### src/rtl/regfile_pkg.sv
// Shared types and default sizes for the multi-port integer register file.
// Decode and issue logic import the same definitions.
package regfile_pkg;

  localparam int unsigned XLEN_DEFAULT  = 32;
  localparam int unsigned NREGS_DEFAULT = 32;

  typedef enum logic {
    CLEAR = 1'b0,
    READY = 1'b1
  } state_e;

endpackage

### src/rtl/regfile_read_port.sv
// One combinational read port: handles the zero index, the not-ready state
// and same-cycle write forwarding, where port 1 takes priority over port 0.
module regfile_read_port #(
  parameter int unsigned XLEN   = 32,
  parameter int unsigned AW     = 5,
  parameter int unsigned BYPASS = 1
) (
  input  logic            i_ready,
  input  logic [AW-1:0]   i_rs,
  input  logic [XLEN-1:0] i_arr_data,
  input  logic            i_we0,
  input  logic [AW-1:0]   i_rd0,
  input  logic [XLEN-1:0] i_wd0,
  input  logic            i_we1,
  input  logic [AW-1:0]   i_rd1,
  input  logic [XLEN-1:0] i_wd1,
  output logic [XLEN-1:0] o_rdata_c
);

  logic w_fwd1;
  logic w_fwd0;

  assign w_fwd1 = (BYPASS != 0) && i_we1 && (i_rd1 == i_rs);
  assign w_fwd0 = (BYPASS != 0) && i_we0 && (i_rd0 == i_rs);

  always_comb begin
    o_rdata_c = i_arr_data;
    if (!i_ready || (i_rs == '0)) begin
      o_rdata_c = '0;
    end else if (w_fwd1) begin
      o_rdata_c = i_wd1;
    end else if (w_fwd0) begin
      o_rdata_c = i_wd0;
    end
  end

endmodule

### src/rtl/regfile_mp.sv
// Integer register file: 2 combinational read ports, 2 write ports, x0 tied to zero.
// The array has no reset; a clear sequencer sweeps it to zero after reset or on request.
module regfile_mp
  import regfile_pkg::*;
#(
  parameter  int unsigned XLEN   = XLEN_DEFAULT,
  parameter  int unsigned NREGS  = NREGS_DEFAULT,
  parameter  int unsigned BYPASS = 1,
  localparam int unsigned AW     = $clog2(NREGS)
) (
  input  logic            clk,
  input  logic            rst,
  input  logic            clear,
  output logic            ready,
  input  logic            we0,
  input  logic [AW-1:0]   rd0,
  input  logic [XLEN-1:0] wd0,
  input  logic            we1,
  input  logic [AW-1:0]   rd1,
  input  logic [XLEN-1:0] wd1,
  input  logic [AW-1:0]   rs1,
  input  logic [AW-1:0]   rs2,
  output logic [XLEN-1:0] rdata1,
  output logic [XLEN-1:0] rdata2
);

  localparam logic [AW-1:0] LAST_IDX  = AW'(NREGS - 1);
  localparam logic [AW-1:0] FIRST_IDX = AW'(1);

  state_e          r_state;
  state_e          w_state_nxt;
  logic [AW-1:0]   r_clr_idx;
  logic [AW-1:0]   w_clr_idx_nxt;
  logic            r_ready;
  logic            w_ready_nxt;
  logic [XLEN-1:0] r_regs [NREGS];
  logic            w_wr0;
  logic            w_wr1;

  // Sequencer state register
  always_ff @(posedge clk or posedge rst) begin
    if (rst) begin
      r_state   <= CLEAR;
      r_clr_idx <= FIRST_IDX;
      r_ready   <= 1'b0;
    end else begin
      r_state   <= w_state_nxt;
      r_clr_idx <= w_clr_idx_nxt;
      r_ready   <= w_ready_nxt;
    end
  end

  // Sequencer next state: sweep 1..NREGS-1, then idle until clear
  always_comb begin
    w_state_nxt   = r_state;
    w_clr_idx_nxt = r_clr_idx;
    w_ready_nxt   = r_ready;
    case (r_state)
      CLEAR: begin
        if (r_clr_idx == LAST_IDX) begin
          w_state_nxt = READY;
          w_ready_nxt = 1'b1;
        end else begin
          w_clr_idx_nxt = r_clr_idx + AW'(1);
        end
      end
      READY: begin
        if (clear) begin
          w_state_nxt   = CLEAR;
          w_clr_idx_nxt = FIRST_IDX;
          w_ready_nxt   = 1'b0;
        end
      end
      default: begin
        w_state_nxt   = CLEAR;
        w_clr_idx_nxt = FIRST_IDX;
        w_ready_nxt   = 1'b0;
      end
    endcase
  end

  assign w_wr0 = (r_state == READY) && we0 && (rd0 != '0);
  assign w_wr1 = (r_state == READY) && we1 && (rd1 != '0);

  // Storage array; port 1 is written last so it wins a same-index conflict
  always_ff @(posedge clk) begin
    if (r_state == CLEAR) begin
      r_regs[r_clr_idx] <= '0;
    end else begin
      if (w_wr0) begin
        r_regs[rd0] <= wd0;
      end
      if (w_wr1) begin
        r_regs[rd1] <= wd1;
      end
    end
  end

  assign ready = r_ready;

  regfile_read_port #(
    .XLEN  (XLEN),
    .AW    (AW),
    .BYPASS(BYPASS)
  ) u_read_a (
    .i_ready   (r_ready),
    .i_rs      (rs1),
    .i_arr_data(r_regs[rs1]),
    .i_we0     (we0),
    .i_rd0     (rd0),
    .i_wd0     (wd0),
    .i_we1     (we1),
    .i_rd1     (rd1),
    .i_wd1     (wd1),
    .o_rdata_c (rdata1)
  );

  regfile_read_port #(
    .XLEN  (XLEN),
    .AW    (AW),
    .BYPASS(BYPASS)
  ) u_read_b (
    .i_ready   (r_ready),
    .i_rs      (rs2),
    .i_arr_data(r_regs[rs2]),
    .i_we0     (we0),
    .i_rd0     (rd0),
    .i_wd0     (wd0),
    .i_we1     (we1),
    .i_rd1     (rd1),
    .i_wd1     (wd1),
    .o_rdata_c (rdata2)
  );

endmodule

### config.mk
export PLATFORM = sky130hd
export DESIGN_NAME = regfile_mp
export DESIGN_NICKNAME = d
export VERILOG_FILES = /design/src/rtl/regfile_pkg.sv /design/src/rtl/regfile_read_port.sv /design/src/rtl/regfile_mp.sv
export SDC_FILE = /design/constraint.sdc
export NUM_CORES = 2
export LEC_CHECK = 0
export ABC_AREA = 1
export CAP_MARGIN = 10
export CORE_ASPECT_RATIO = 2
export CORE_MARGIN = 2
export CORE_UTILIZATION = 23
export CTS_BUF_LIST = sky130_fd_sc_hd__clkbuf_8
export DETAILED_ROUTE_END_ITERATION = 8
export GPL_ROUTABILITY_DRIVEN = 0
export PLACE_DENSITY = 0.34
export SYNTH_ARGS = -nofsm -noshare
export SYNTH_HDL_FRONTEND = slang
export SYNTH_SLANG_ARGS = --single-unit
### constraint.sdc
create_clock -name clk -period 12.08 [get_ports clk]
set_input_delay 1.812 -clock clk [delete_from_list [all_inputs] [get_ports clk]]
set_output_delay 1.812 -clock clk [all_outputs]
set_load 0.05 [all_outputs]
==> metrics.md <==
| Metric | Value |
|---|---|
| Outcome | complete, no violations |
| Syn_nets | 8833 |
| GR Util All Layers | 25.3% |
| Achievable Freq | 116 MHz |
| Setup WS pre-CTS | 3.57 ns |
| Yosys warns | 0 |
| Post-CTS Resized | 0 |
| Post-synth EDFFs | 1024 |
| Critical Path Slowest Stage Cell | clkdlybuf4s50_1 |
| Post-synthesis cell count | 8742 |
| Period utilisation layout | 71.1% |
| Final worst slack | 3.49 ns |
| Placement row count | 274 |
| Met1 usage | 31.4% |
| CTS tree | built |
| Core Area | 278000 um^2 |
| I/O Buffers | 153 |
| Crit Path Max Fanout | 67 |
| H-tree levels | 4 |
| Syn_area_per_cell | 7.33 um^2 |
| Area of the die | 283000 um^2 |
| NumNets Final | 8506 |
| Layout cells sized above 1 | 6.10% |
| Filler Cells Inserted | 30459 |
| Max Cap Viol | 0 |
| DRT Wirelength | 366000 um |
| Antenna violations before repair | 14 |
| CTS sink count | 1031 |
| GR peak layer | met2 |
| Worst r2r path cells | 9 |
| Dominant synthesized flop cell | edfxtp_1 |
| Width of the die | 377 um |
| Area delta synth->final | 12.0% |
| Final Hold Fails | 0 |
| Vias in the first global route | 59722 |
| DRT antenna net count | 0 |
| Via density per instance | 5.12 |
| Sum Neg Setup Slack | 0 ns |
| Reg2Reg Setup Slack | 7.28 ns |
| Footprint of the multi-input gates | 29100 um^2 |
| First-pass GRT wire length | 503000 um |
| Vias | 62112 |
| Starting Density | 23.1% |
| Top-count cell post-synth | nand2_1 |
| Hold Path Depth | 1 |
| Max transition margin | 8.57% |
| Cts bufs inserted | 196 |
| M2 GR Usage | 44.8% |
| Startpoint types | input port |
| Slew at the pin closest to its max-slew limit | 1.37 ns |
| Clock root buffer | clkbuf_8 |
| FF+latch count, synth | 1031 |
| Crit path largest cell delay | 0.88 ns |
| Crit Path Class | input port to output port |
| Clk_skew | 0.0375 ns |
| FF+latch area | 30900 um^2 |
| Io pins | 154 |
| Worst-path clk slew | 0.06 ns |
| Clk_lat worst skew | 0.98 ns |
| Slew Limit Fails | 0 |
| Critical path arrival | 6.78 ns |
| Top post-synthesis cells by count | nand2_1, o21ai_0, nand3_1, edfxtp_1, clkbuf_1 |
| Global route overflow | 0 |
| Worst min path class | flop to flop |
| Longest Clk Path Bufs | 4 |
| WP data required | 10.27 ns |
| Cell Pwr Density | 149 nW/um^2 |
| Mapped cell area | 64100 um^2 |
| Initial DRC Count | 5989 |
| Share of the synthesized area in the top cell type | 48.0% |
| Setup violations, final | 0 |
| Cts hold-fix bufs | 0 |
| Worst VDD drop | 0.0000850 V |
| RSZ-0062 raised after global routing | no |
| Register area share after synthesis | 48.3% |
| Cell variety after synth | 27 |
| Cell taking the most area after synthesis | edfxtp_1 |
| Async SR Flop Fraction | 0.679% |
| Cell Chain, Critical Path | buf_8, buf_4, inv_8, o22ai_1, nor2_1, nand2_1, nor2_4, buf_4, inv_2, o21ai_0, a21oi_1, clkdlybuf4s50_1 |
| Drt first pass iters | 8 |
| Pleak | 26.8 nW |
| Tmin final | 8.59 ns |
| Setup bufs post-CTS | 0 |
| Most used cell, CP | buf_4 |
| Largest net degree at the start of global routing | 151 |
| Met3 global-route usage | 2.91% |
| Wire per inst | 30.2 um |
| # DRC | 0 |
| Crit. End Element | output port |
| Hpwl dp | 206000 um |
| Die Height | 750 um |
| Largest cells by area after synthesis | edfxtp_1, nand2_1, o21ai_0 |
-- sequential cells by signal, summed over array words and instances, names as in the netlist --
register / count
r_clr_idx: 5
ready: 1
r_state: 1
r_regs: 1024
-- worst paths after layout --
| check | endpoint | start |
|---|---|---|
| setup / recovery | rdata1[23] | rs1[1] |
| hold / removal | r_clr_idx[0] | r_clr_idx[0] |
| setup reg to reg | r_regs[14][14] | r_state |
| hold reg to reg | r_clr_idx[0] | r_clr_idx[0] |
| max in group asynchronous | r_clr_idx[0] | rst |
| min in group asynchronous | r_clr_idx[1] | rst |
-- cell usage in the layout, fill, tap and decap left out --
master / count
nand3_2: 4
inv_2: 4
buf_4: 167
dfrtp_1: 6
buf_6: 2
inv_4: 24
clkinv_1: 37
diode_2: 4
inv_1: 265
nand3_4: 6
nand2_4: 3
nand4_1: 4
o21ai_4: 31
ha_1: 2
a21oi_1: 321
o21ai_1: 63
dfstp_2: 1
inv_6: 1
clkdlybuf4s50_1: 143
o21ai_0: 1192
nor2_2: 25
nor3_1: 3
o21ai_2: 2
a22o_1: 1
nand2_1: 3620
clkinv_2: 12
o22ai_1: 9
buf_12: 10
buf_8: 4
edfxtp_1: 1024
nand3_1: 1163
nor2_4: 14
clkinvlp_4: 1
clkinv_4: 1
inv_16: 1
inv_8: 4
clkbuf_8: 204
o221ai_1: 2
nor2_1: 171
-- through the flow --
step                      area, um^2  power (mW)  std cells  hold WS, ns  utilization [%]
after floorplan                64100        6.15       8742        0.511                -
after global placement         68400        7.51      11804        0.560             24.6
after detailed placement       68500        7.51      11805        0.557             24.7
after CTS                      71700        10.8      12135        0.578             25.8
after global routing           71700        11.2      12136        0.609             25.8
final                          71800        10.7      12139        0.580             25.8
-- routing by layer --
metal	part of all wire, %	vias to the layer above	wire length (um)
met4	4.1	2	15000
met5	0.0035	-	13
met1	41	30542	148000
met3	5.7	599	20700
li1	-	28553	-
met2	50	2416	182000
-- where the power goes --
| part | switching [mW] | internal, mW |
|---|---|---|
| Combinational | 2.17 | 0.604 |
| Sequential | 0.171 | 4.50 |
| Clock | 1.75 | 1.53 |
-- logic make-up (layout without fill, tap and decap cells) --
group,after synthesis,count (layout),synth area share [%]
AO/OA/AOI/OAI,1621,1621,12.7
adder cells (fa/ha/maj),2,2,0.0391
buffers and inverters,1075,880,7.16
flip-flops,1031,1031,48.3
other,0,4,0
AND/OR/NAND/NOR,5013,5013,31.8
-- worst max-delay path: cells and delay by family --
family / cells / cell delay (ns)
AOI/OAI and AO/OA: 3 / 0.81
buffers and inverters: 6 / 3.56
and+or+nand+nor: 3 / 0.20
-- area by class of cell --
cell class              count  area share (%)
multi-input cells        6636            40.6
well taps                3588            6.26
clock buffers             202            3.87
diodes                      4          0.0140
repair buffers            328            4.17
clock inverters           128           0.699
inverters                 222            1.32
flip-flops and latches   1031            43.1
Note: power is estimated with default switching activity, not from simulation.
